`config.mk`:
```
export PLATFORM = sky130hd
export DESIGN_NAME = radix4_multiplier
export DESIGN_NICKNAME = d
export VERILOG_FILES = /design/src/rtl/radix4_mult_pkg.sv /design/src/rtl/radix4_multiplier_booth_encoder.sv /design/src/rtl/radix4_multiplier.sv
export SDC_FILE = /design/constraint.sdc
export NUM_CORES = 1
export LEC_CHECK = 0
export ABC_CLOCK_PERIOD_IN_PS = 14300
export CORE_MARGIN = 2
export CORE_UTILIZATION = 40
export CTS_BUF_LIST = sky130_fd_sc_hd__clkbuf_8
export CTS_CLUSTER_DIAMETER = 200
export DETAILED_ROUTE_END_ITERATION = 10
export DONT_BUFFER_PORTS = 1
export PLACE_DENSITY = 0.63
export SLEW_MARGIN = 15
export SYNTH_ARGS = -nofsm -noshare
export SYNTH_HDL_FRONTEND = slang
export SYNTH_SLANG_ARGS = --single-unit
```
`constraint.sdc`:
```
create_clock -name clk -period 14.3 [get_ports clk]
set_input_delay 0.715 -clock clk [delete_from_list [all_inputs] [get_ports clk]]
set_output_delay 0.715 -clock clk [all_outputs]
set_load 0.02 [all_outputs]
```
`src/rtl/radix4_mult_pkg.sv`:
```
// radix4_mult_pkg: shared FSM states, Booth select codes and window decode for radix4_multiplier
package radix4_mult_pkg;
  typedef enum logic [1:0] {S_IDLE, S_EXEC, S_DONE} state_t;
  typedef enum logic [2:0] {BOOTH_ZERO, BOOTH_POS1, BOOTH_POS2, BOOTH_NEG1, BOOTH_NEG2} booth_t;
  function automatic booth_t booth_sel(input logic [2:0] w);
    return (w == 3'b011) ? BOOTH_POS2 :
           (w == 3'b100) ? BOOTH_NEG2 :
           (w == 3'b001 || w == 3'b010) ? BOOTH_POS1 :
           (w == 3'b101 || w == 3'b110) ? BOOTH_NEG1 : BOOTH_ZERO;
  endfunction
endpackage

```
`src/rtl/radix4_multiplier_booth_encoder.sv`:
```
// booth_encoder: maps a 3-bit Booth window and the extended multiplicand to a signed partial product
module booth_encoder
  import radix4_mult_pkg::*;
#(
  parameter int W = 32
) (
  input  logic [2:0]   window,
  input  logic [W+1:0] a,
  output logic [W+2:0] pp
);
  booth_t sel;
  logic [W+2:0] ae;
  assign sel = booth_sel(window);
  assign ae = {a[W+1], a};
  // Choose 0, +-A or +-2A; one extra bit keeps 2A exact for the widest operand
  always_comb begin
    pp = sel == BOOTH_POS1 ? ae :
         sel == BOOTH_POS2 ? ae << 1 :
         sel == BOOTH_NEG1 ? -ae :
         sel == BOOTH_NEG2 ? -(ae << 1) : '0;
  end
endmodule

```
`src/rtl/radix4_multiplier.sv`:
```
// radix4_multiplier: multi-cycle radix-4 Booth multiplier, signed/unsigned, optional MULT_EARLY_TERM_EN early exit
module radix4_multiplier
  import radix4_mult_pkg::*;
#(
  parameter int W = 32
) (
  input  logic             clk,
  input  logic             reset_n,
  input  logic [W-1:0]     multiplicand,
  input  logic [W-1:0]     multiplier,
  input  logic             signed_mode,
  input  logic             op_start,
  input  logic             op_clear,
  output logic             op_busy,
  output logic             op_done,
  output logic [2*W-1:0]   result
);
  localparam int N = W / 2 + 1;
  localparam int CW = $clog2(N + 1);
  localparam int AW = 2 * W + 6;
  state_t state;
  logic [CW-1:0] count;
  logic [W+1:0] a_reg;
  logic [AW-1:0] acc, shifted, fin_acc;
  logic [W+2:0] pp, sum;
  logic last, fin;
  function automatic logic [W+1:0] ext(input logic [W-1:0] v, input logic s);
    return {{2{s & v[W-1]}}, v};
  endfunction
  booth_encoder #(.W(W)) u_enc (.window(acc[2:0]), .a(a_reg), .pp(pp));
  assign sum = acc[AW-1 -: W+3] + pp;
  assign shifted = $signed({sum, acc[W+2:0]}) >>> 2;
  assign last = count == CW'(N - 1);
`ifdef MULT_EARLY_TERM_EN
  logic [W+1:0] b_reg, rest;
  assign rest = $signed(b_reg) >>> (2 * count + 1);
  assign fin = last || rest == '0 || &rest;
  assign fin_acc = $signed(shifted) >>> (2 * (N - 1 - count));
`else
  assign fin = last;
  assign fin_acc = shifted;
`endif
  // Control FSM with accumulator/shift register and registered outputs; clear beats any state action
  always_ff @(posedge clk or negedge reset_n) begin
    if (!reset_n) begin
      state <= S_IDLE;
      count <= '0;
      a_reg <= '0;
      acc <= '0;
      op_busy <= 1'b0;
      op_done <= 1'b0;
      result <= '0;
`ifdef MULT_EARLY_TERM_EN
      b_reg <= '0;
`endif
    end else if (op_clear) begin
      state <= S_IDLE;
      count <= '0;
      a_reg <= '0;
      acc <= '0;
      op_busy <= 1'b0;
      op_done <= 1'b0;
      result <= '0;
`ifdef MULT_EARLY_TERM_EN
      b_reg <= '0;
`endif
    end else if (state == S_IDLE) begin
      if (op_start) begin
        state <= S_EXEC;
        count <= '0;
        a_reg <= ext(multiplicand, signed_mode);
        acc <= {{(W+3){1'b0}}, ext(multiplier, signed_mode), 1'b0};
        op_busy <= 1'b1;
`ifdef MULT_EARLY_TERM_EN
        b_reg <= ext(multiplier, signed_mode);
`endif
      end
    end else if (state == S_EXEC) begin
      if (fin) begin
        state <= S_DONE;
        acc <= fin_acc;
        op_busy <= 1'b0;
        op_done <= 1'b1;
        result <= fin_acc[2*W:1];
      end else begin
        acc <= shifted;
        count <= count + 1'b1;
      end
    end
  end
endmodule

```
==> results of run 1 <==
[timing repair]
action	in CTS	in global routing
hold buffers	1	0
buffers inserted	0	0
hold endpoints to repair	173	0
[worst max-delay path, cell delays in order, from the launching register on]
cell       delay (ps)
dfrtp_1           470
or4_4             610
nor4b_4           440
nand2_1           220
nor3_2            300
nand2_1           120
xnor2_1           220
nor2_1             80
mux4_2            500
ha_1              350
a21o_1            180
a21o_1            190
a2111oi_0         540
o31a_1            230
a2bb2oi_1         160
o21ai_1           130
o21ai_0           190
nand2b_1          130
or4_1             420
a32o_1            270
[layer usage]
metal	track usage	routed length [µm]	up-vias
met3	0.0662	2390	21
li1	-	-	4252
met5	0	0	-
met1	0.293	13400	4300
met4	0.0423	326	0
met2	0.329	13400	272
[Yosys cell counts, drive strengths merged, types with 6 or more instances]
cell and instances:
and2 8, nor2 147, and3 9, or2 8, o31ai 7, ha 37, o22ai 6, nor2b 6
nand3 11, nor4 8, nand2 110, a22o 95, a221oi 40, nand2b 27, mux2 8, o21ai 85
inv 25, buf 8, dfrtp 173, clkbuf 83, xnor2 39, a21o 14, a211oi 10, mux2i 11
xor2 25, a21oi 76, nor3 16, nand4 9
[logic make-up (layout without fill, tap and decap cells)]
| family | count (synthesis) | after routing | synth area share |
|---|---|---|---|
| adder cells (fa/ha/maj) | 39 | 39 | 0.0461 |
| XOR/XNOR | 64 | 64 | 0.0524 |
| multiplexers | 24 | 24 | 0.0293 |
| AND/OR/NAND/NOR | 380 | 380 | 0.166 |
| flip-flops | 173 | 173 | 0.405 |
| buffers and inverters | 116 | 69 | 0.0409 |
| AO/OA/AOI/OAI | 394 | 394 | 0.260 |
[layout make-up]
class	count	area, µm²
Timing Repair Buffer	12	110
Inverter	25	93.8
Tap cell	335	419
Clock buffer	18	248
Fill cell	2580	14800
Clock inverter	14	168
Sequential cell	173	4330
Multi-Input combinational cell	901	5980
[worst paths after layout]
path	from	endpoint	cells after the start
worst max register to register	a_reg[9]$_DFFE_PN0P_	acc[68]$_DFFE_PN0P_	19
worst min-delay path	reset_n	result[44]$_DFFE_PN0P_	1
max in group asynchronous	reset_n	result[26]$_DFFE_PN0P_	1
worst max-delay path	a_reg[9]$_DFFE_PN0P_	acc[68]$_DFFE_PN0P_	19
worst min register to register	acc[35]$_DFFE_PN0P_	acc[35]$_DFFE_PN0P_	2
min in group clk	op_clear	state[1]$_DFFE_PN0P_	1
[where the power goes]
| group | internal, mW | leakage (nW) | total (mW) | switching, mW |
|---|---|---|---|---|
| combinational | 0.117 | 2.54 | 0.310 | 0.193 |
| sequential | 0.515 | 2.34 | 0.546 | 0.0318 |
| clock | 0.153 | 0.214 | 0.366 | 0.213 |
| total | 0.785 | 5.09 | 1.22 | 0.438 |
[metrics by stage]
step,utilization,instance area [µm²],setup WS [ps]
after floorplan,-,10700,9060
after global placement,0.417,10900,8640
after detailed placement,0.417,10900,8520
after CTS,0.434,11300,8490
after global routing,0.434,11300,8030
final,0.434,11300,8460
==> flow_summary.toml, run 1 <==
[clocking]
clock_path_buffers = 2
path_clk_slew_ps = 110
cts_tree = "done"
clk_latency_ps = 470
cts-htree-levels = 4
cts.sinks = 173
ctsResizeCount = 0
cts_made_buffers = 17
cts-root-buf = "clkbuf_8"

[sta]
hold_ws_ps = 180
tns_ps = 0
final_hold_viol_count = 0
skew_ps = 23.9
fin_crit_sh = 0.409
setup_violations = 0
worstMarginPinSlew_ps = 1010
layout_min_cycle_time_ps = 5840
rsz0062_at_grt = "false"
maxClockFrequency_mhz = 171
timing.final.max_slew_violations = 0
maxSlewHeadroom = 0.321

[synthesis]
synth_cell_types = 70
ys_top_cells_by_area = "dfrtp_1 (41%), a22o_1 (7.8%), nor2_1 (5.2%), ha_1 (4.3%), o21ai_0 (3.9%)"
synth.avg_cell_area_um2 = 8.98
yosysSeqAreaShare = 0.405
syn_inst = 1190
netlist.area_leader.share = 0.405
ys_seq_elements = 173
async_flop_share = 1.00
syn_nets = 1297
syn_area_um2 = 10700
yosys_most_used_dff = "dfrtp_1"
yosys_warnings = 0
synth_area_leader_cell = "dfrtp_1"
synth_edf_count = 0

[detailed_routing]
viasPerCell = 5.98
wl_mm = 29.5
drt_iter0_drc = 806
firstDrtPassIters = 8
vias = 8845
ant_nets = 0
drc_errors = 4
routedWlPerCell_um = 19.9

[outcome]
violations = "design-rule violations"
status = "complete, but fails checks"

[layout]
diodes = 0
nNetsFinal = 1237
area_delta_synth_final_pct = 6.15
drive_gt1_frac = 0.0735
fin_cells = 1478
mostFrequentLayoutCell = "dfrtp_1"
layout_common_cells = "dfrtp_1 (172), nor2_1 (144), nand2_1 (110)"
largest_reg_flops = 68

[worst_setup_path]
arrival_ps = 6210
critical_path_required_ps = 14670
worstPathMaxFanout = 6
cp-start-kind = "register"
cp-end-kind = "register"
worstSetupPathType = "register to register"
regToRegSetupSlack_ps = 8460

[die]
std_cell_rows = 59
die_h_um = 167
die_width_um = 167
initial_utilization = 0.409
die-area_um2 = 28000
ioPinCount = 135
coreArea_um2 = 26100

[global_route]
antenna_found_initial = 0
overflow = 0
grt_max_degree = 174
grtUsageTotal = 0.212
grt_first_pass_wirelength_mm = 47.9
first_global_vias = 8578

[power_and_ir_drop]
finalPower_mw = 1.22
powerDensity_nw_per_um2 = 108
peakVddDrop_uv = 65.2
power_leakage_nw = 5.09

[placed_design]
dp_hpwl_mm = 20.4
place_inst = 1445
gp_congestion = 0.927
io_buffers = 0

[run]
maxCapViolCount = 0

[min_path]
hold_path.class = "primary input to asynchronous set/reset pin"
Power figures use the tool's default switching activity.
==> run 2, diff against run 1 <==
ABC_AREA = 1   (was default)
ABC_CLOCK_PERIOD_IN_PS = 5500   (was 14300)
clock period = 5.5 ns   (was 14.3 ns; I/O delays follow)
==> run 2 against run 1 <==
  * The flow now finishes without violations
  * Largest cell class unchanged
  * Critical path depth down 3
  * Global-route usage up 2.7 points
  * Wire length up 13%
  * Sequential share of layout area down 1.6 points
  * Highest routed layer unchanged
  * Hold slack worse by 170 ps
  * Sequential cell count unchanged
  * Synthesized cell count up 19%
  * First-iteration DRC count down 4.2%
  * Utilization up 2.0 points
==> flow_summary.toml, run 2 <==
[outcome]
status = "finished, final reports clean"

[synthesis]
synth_most_common_cell = "nand2_1"
synth.avg_cell_area_um2 = 7.49
netlist.area_leader.share = 0.407
syn_area_um2 = 10600
ys_top_cells_by_area = "dfrtp_1 (41%), nand2_1 (12%), o21ai_0 (8.1%), nand3_1 (6.0%), inv_1 (4.5%)"
synth_cell_types = 49
syn_nets = 1527
ys_seq_elements = 173
async_flop_share = 1.00
synth_edf_count = 0
synth_commonest_cells = "nand2_1 (337), dfrtp_1 (173), o21ai_0 (173)"
synth_area_leader_cell = "dfrtp_1"
yosys_warnings = 0
yosysSeqAreaShare = 0.407
yosys_most_used_dff = "dfrtp_1"
syn_inst = 1420

[sta]
tns_ps = 0
maxSlewHeadroom = 0.276
final_hold_viol_count = 0
skew_ps = 29.8
setup_violations = 0
layout_min_cycle_time_ps = 4230
timing.final.max_slew_violations = 0
finalWorstSetupSlack_ps = 1270
maxClockFrequency_mhz = 237
rsz0062_at_grt = "false"
worstMarginPinSlew_ps = 1080
fin_crit_sh = 0.768

[clocking]
clk_latency_ps = 500
cts-root-buf = "clkbuf_8"
clock_path_buffers = 2
ctsResizeCount = 0
cts_tree = "done"
cts_setup_buffers = 0
cts_made_buffers = 17
cts-htree-levels = 4
cts.sinks = 173
path_clk_slew_ps = 110
postCtsHoldBufs = 44

[detailed_routing]
viasPerCell = 5.59
ant_nets = 0
drc_errors = 0
firstDrtPassIters = 5
vias = 9992
wl_mm = 33.3
routedWlPerCell_um = 18.6
drt_iter0_drc = 772

[die]
die_width_um = 167
std_cell_rows = 59
ioPinCount = 135
die-area_um2 = 27900
initial_utilization = 0.408
die_h_um = 167
coreArea_um2 = 26100

[global_route]
first_global_vias = 9658
grtUsageTotal = 0.239
grt_max_degree = 174
grt_first_pass_wirelength_mm = 53.1
busiest_layer = "met2"
overflow = 0
grt.met3_usage = 0.0496
antenna_found_initial = 0
met1_usage = 0.345
grtUsageMet2 = 0.367

[layout]
drive_gt1_frac = 0.0592
nNetsFinal = 1546
largest_reg_flops = 68
diodes = 0
mostFrequentLayoutCell = "nand2_1"
layout_common_cells = "nand2_1 (336), o21ai_0 (173), dfrtp_1 (173)"
area_delta_synth_final_pct = 11.2
fin_cells = 1787

[worst_setup_path]
path_cells = "nand2_1 -> nor2_1 -> clkinv_1 -> buf_4 -> o21ai_0 -> o21ai_0 -> ha_1 -> nand2_1 -> nor2_1 -> inv_1 -> nor3_1 -> nand2_1 -> nand2_1 -> xor2_1 -> nand2_1 -> o21ai_1"
cp-start-kind = "register"
crit_family = "simple AND/OR/NAND/NOR gates"
cpMostUsedCell = "nand2_1"
worstSetupPathType = "register to register"
cp-end-kind = "register"
arrival_ps = 4620
critPathSlowestCell = "clkinv_1"
max_stage_delay_ps = 440
critical_path_required_ps = 5900
path_buf_inv = 3
worstPathMaxFanout = 37

[power_and_ir_drop]
power_leakage_nw = 5.62
finalPower_mw = 3.21
peakVddDrop_uv = 186
powerDensity_nw_per_um2 = 271

[run]
maxCapViolCount = 0

[placed_design]
gp_congestion = 0.970
dp_hpwl_mm = 24.2
pre_cts_ws_ps = 1480
place_inst = 1711
io_buffers = 0

[min_path]
hold_path.class = "primary input to register"
==> run 2: cell types whose count changed after synthesis, sizes merged, moves of 36 or more <==
cell	change
a22o	-65
a221oi	-39
a21oi	-36
clkbuf	-53
inv	+113
nand2	+234
nand3	+119
o21ai	+108
==> run 2: routing by layer <==
metal  wire [µm]  vias to the layer above
li1            -                     4813
met3        2360                       48
met1       15600                     4790
met5           0                        -
met4         618                        0
met2       14700                      341
==> run 2: cell type report <==
type | count | area, µm²
Clock buffer | 17 | 234
Clock inverter | 15 | 216
Fill cell | 2665 | 14200
Inverter | 141 | 531
Multi-Input combinational cell | 1053 | 5580
Sequential cell | 173 | 4330
Tap cell | 335 | 419
Timing Repair Buffer | 53 | 526
==> run 2: report_power, final <==
| part | internal, mW | switching [mW] |
|---|---|---|
| clock network | 0.369 | 0.618 |
| registers | 1.34 | 0.0776 |
| logic | 0.252 | 0.549 |
==> run 2: cells by family after synthesis <==
group / Yosys count / synth area share
AND/OR/NAND/NOR: 643 / 0.262
AO/OA/AOI/OAI: 336 / 0.185
buffers and inverters: 194 / 0.0712
flip-flops: 173 / 0.407
adder cells (fa/ha/maj): 38 / 0.0454
XOR/XNOR: 36 / 0.0296
==> run 2: worst paths after layout <==
check | cells past startpoint | start | end | slack (ps)
max reg2reg | 16 | acc[1]$_DFFE_PN0P_ | result[48]$_DFFE_PN0P_ | 1270
min reg2reg | 2 | acc[35]$_DFFE_PN0P_ | acc[35]$_DFFE_PN0P_ | 500
max | 16 | acc[1]$_DFFE_PN0P_ | result[48]$_DFFE_PN0P_ | 1270
max in group asynchronous | 2 | reset_n | acc[45]$_DFFE_PN0P_ | 4290
min | 2 | multiplicand[18] | a_reg[18]$_DFFE_PN0P_ | 10
min in group asynchronous | 2 | reset_n | acc[56]$_DFFE_PN0P_ | 580
==> run 2: stage by stage <==
step / cell area [µm²] / utilization / hold WS, ps
after floorplan: 10600 / - / -20.6
after global placement: 10900 / 0.419 / -7.49
after global routing: 11800 / 0.454 / 2.99
after CTS: 11800 / 0.454 / 0.355
after detailed placement: 10900 / 0.419 / -12.9
final: 11800 / 0.454 / 11.7
==> run 3, diff against run 2 <==
ABC_AREA = 0   (was 1)
ABC_CLOCK_PERIOD_IN_PS = 3800   (was 5500)
PLACE_DENSITY = 0.65   (was 0.63)
clock period = 3.8 ns   (was 5.5 ns; I/O delays follow)
==> run 3 against run 2 <==
  * The run now ends with design-rule violations, negative hold slack, negative setup slack left
  * Combinational power increased to 2.5 times the previous value
  * Total power increased by 70%
  * Via count increased by 4.1%
  * Sequential share of layout area decreased by 7.5 points
  * Clock-buffer cell count unchanged
  * Clock skew decreased by 6.3 ps
  * Final area increased by 26%
  * Critical path depth increased by 6
  * Utilization increased by 12 points
  * Sequential power increased by 43%
==> flow_summary.toml, run 3 (synthesis results as in run 1) <==
[outcome]
status = "complete, but fails checks"
violations = "design-rule violations, negative hold slack, negative setup slack"

[detailed_routing]
wl_mm = 34.5
ant_nets = 0
viasPerCell = 5.81
drc_errors = 6
firstDrtPassIters = 8
vias = 10402
drt_iter0_drc = 686
routedWlPerCell_um = 19.3

[sta]
hold_ws_ps = -629
finalWorstSetupSlack_ps = -1250
setup_violations = 47
rsz0062_at_grt = "true"
layout_min_cycle_time_ps = 5050
worstMarginPinSlew_ps = 1120
maxClockFrequency_mhz = 198
timing.final.max_slew_violations = 0
maxSlewHeadroom = 0.249
fin_crit_sh = 1.33
skew_ps = 23.6
final_hold_viol_count = 173
tns_ps = -30870

[worst_setup_path]
r2r_end = "acc[68]$_DFFE_PN0P_"
critical_path_required_ps = 4180
arrival_ps = 5430
timing.rr.start = "a_reg[8]$_DFFE_PN0P_"
cp-end-kind = "register"
regToRegSetupSlack_ps = -1250
cp-start-kind = "register"
worstSetupPathType = "register to register"
r2r_cells = 22
worstPathMaxFanout = 4

[clocking]
cts_tree = "done"
path_clk_slew_ps = 130
postCtsHoldBufs = 67
cts-root-buf = "clkbuf_8"
cts_made_buffers = 17
clock_path_buffers = 2
clk_latency_ps = 490
cts-htree-levels = 4
cts.sinks = 173

[layout]
diodes = 0
fin_cells = 1791
largest_reg_flops = 68
utilization = 0.570
mostFrequentLayoutCell = "buf_4"
nNetsFinal = 1550
layout_common_cells = "buf_4 (226), dfrtp_1 (172), nor2_1 (137)"
area_delta_synth_final_pct = 39.5
drive_gt1_frac = 0.305

[global_route]
grt_first_pass_wirelength_mm = 54.9
first_global_vias = 10374
antenna_found_initial = 0
grtUsageTotal = 0.241
overflow = 0
grt_max_degree = 174

[power_and_ir_drop]
powerDensity_nw_per_um2 = 367
peakVddDrop_uv = 253
power_leakage_nw = 6.85

[die]
die-area_um2 = 28000
initial_utilization = 0.409
die_width_um = 167
coreArea_um2 = 26100
ioPinCount = 135
std_cell_rows = 59
die_h_um = 167

[min_path]
hold_path.class = "primary input to asynchronous set/reset pin"

[placed_design]
place_inst = 1657
gp_congestion = 0.862
dp_hpwl_mm = 22.9
io_buffers = 0

[run]
maxCapViolCount = 0
==> run 3: worst max-delay path by stage <==
stage,start,to,slack [ps],depth (start not counted)
after floorplan,a_reg[10]$_DFFE_PN0P_,acc[68]$_DFFE_PN0P_,-1060,19
after global placement,a_reg[8]$_DFFE_PN0P_,acc[68]$_DFFE_PN0P_,-1030,19
after detailed placement,a_reg[8]$_DFFE_PN0P_,acc[68]$_DFFE_PN0P_,-1150,19
after CTS,a_reg[7]$_DFFE_PN0P_,acc[68]$_DFFE_PN0P_,-1030,19
after global routing,a_reg[8]$_DFFE_PN0P_,acc[68]$_DFFE_PN0P_,-1500,22
final,a_reg[8]$_DFFE_PN0P_,acc[68]$_DFFE_PN0P_,-1250,22
==> run 3: what timing repair did <==
item | in CTS | in global routing
setup endpoints to repair | 47 | 49
setup buffers | 22 | 23
resized for setup | 77 | 85
hold endpoints to repair | 247 | 173
pin swaps | 46 | 45
==> run 3: layer usage <==
| layer | share of wire | up-vias | wire (µm) | track usage |
|---|---|---|---|---|
| li1 | - | 4880 | - | - |
| met2 | 0.49 | 319 | 17100 | 0.413 |
| met3 | 0.057 | 55 | 1960 | 0.0518 |
| met5 | 0 | - | 0 | 0 |
| met1 | 0.42 | 5148 | 14600 | 0.309 |
| met4 | 0.024 | 0 | 829 | 0.0703 |
==> run 3: stage by stage <==
| step | instance area, µm² | setup WS [ps] | power, mW |
|---|---|---|---|
| floorplan | 10900 | -1060 | 3.01 |
| global route | 14900 | -1500 | 5.73 |
| detailed placement | 12700 | -1150 | 3.70 |
| CTS | 14400 | -1030 | 5.32 |
| global placement | 12700 | -1030 | 3.67 |
| finish | 14900 | -1250 | 5.46 |
==> run 3: critical path, cell delays in order, from the launching register on <==
cell and delay [ps]:
dfrtp_1 400, or4_4 580, nor4b_4 330, nand2_2 120, nor3_4 220, buf_6 140, nand2_4 50, xor2_2 150
nand2_1 100, o31ai_2 70, a32oi_1 180, o21ai_1 140, ha_2 220, a21o_1 180, a21o_1 200, a2111oi_4 380
o31a_1 260, a2bb2oi_2 150, o21ai_2 70, o21ai_1 180, nand2b_1 120, or4_1 430, a32o_1 280
==> run 3: report_power, final <==
| part | switching (mW) | total (mW) | leakage (nW) | internal [mW] |
|---|---|---|---|---|
| clock | 0.900 | 1.42 | 0.213 | 0.525 |
| sequential | 0.0961 | 2.03 | 2.34 | 1.94 |
| combinational | 1.02 | 2.01 | 4.30 | 0.981 |
==> run 3: layout make-up <==
| type | instances | area, µm² |
|---|---|---|
| fillers | 2265 | 11200 |
| multi-input cells | 901 | 6870 |
| flip-flops and latches | 173 | 4330 |
| repair buffers | 325 | 2750 |
| well taps | 335 | 419 |
| clock buffers | 17 | 234 |
| clock inverters | 15 | 213 |
| inverters | 25 | 93.8 |
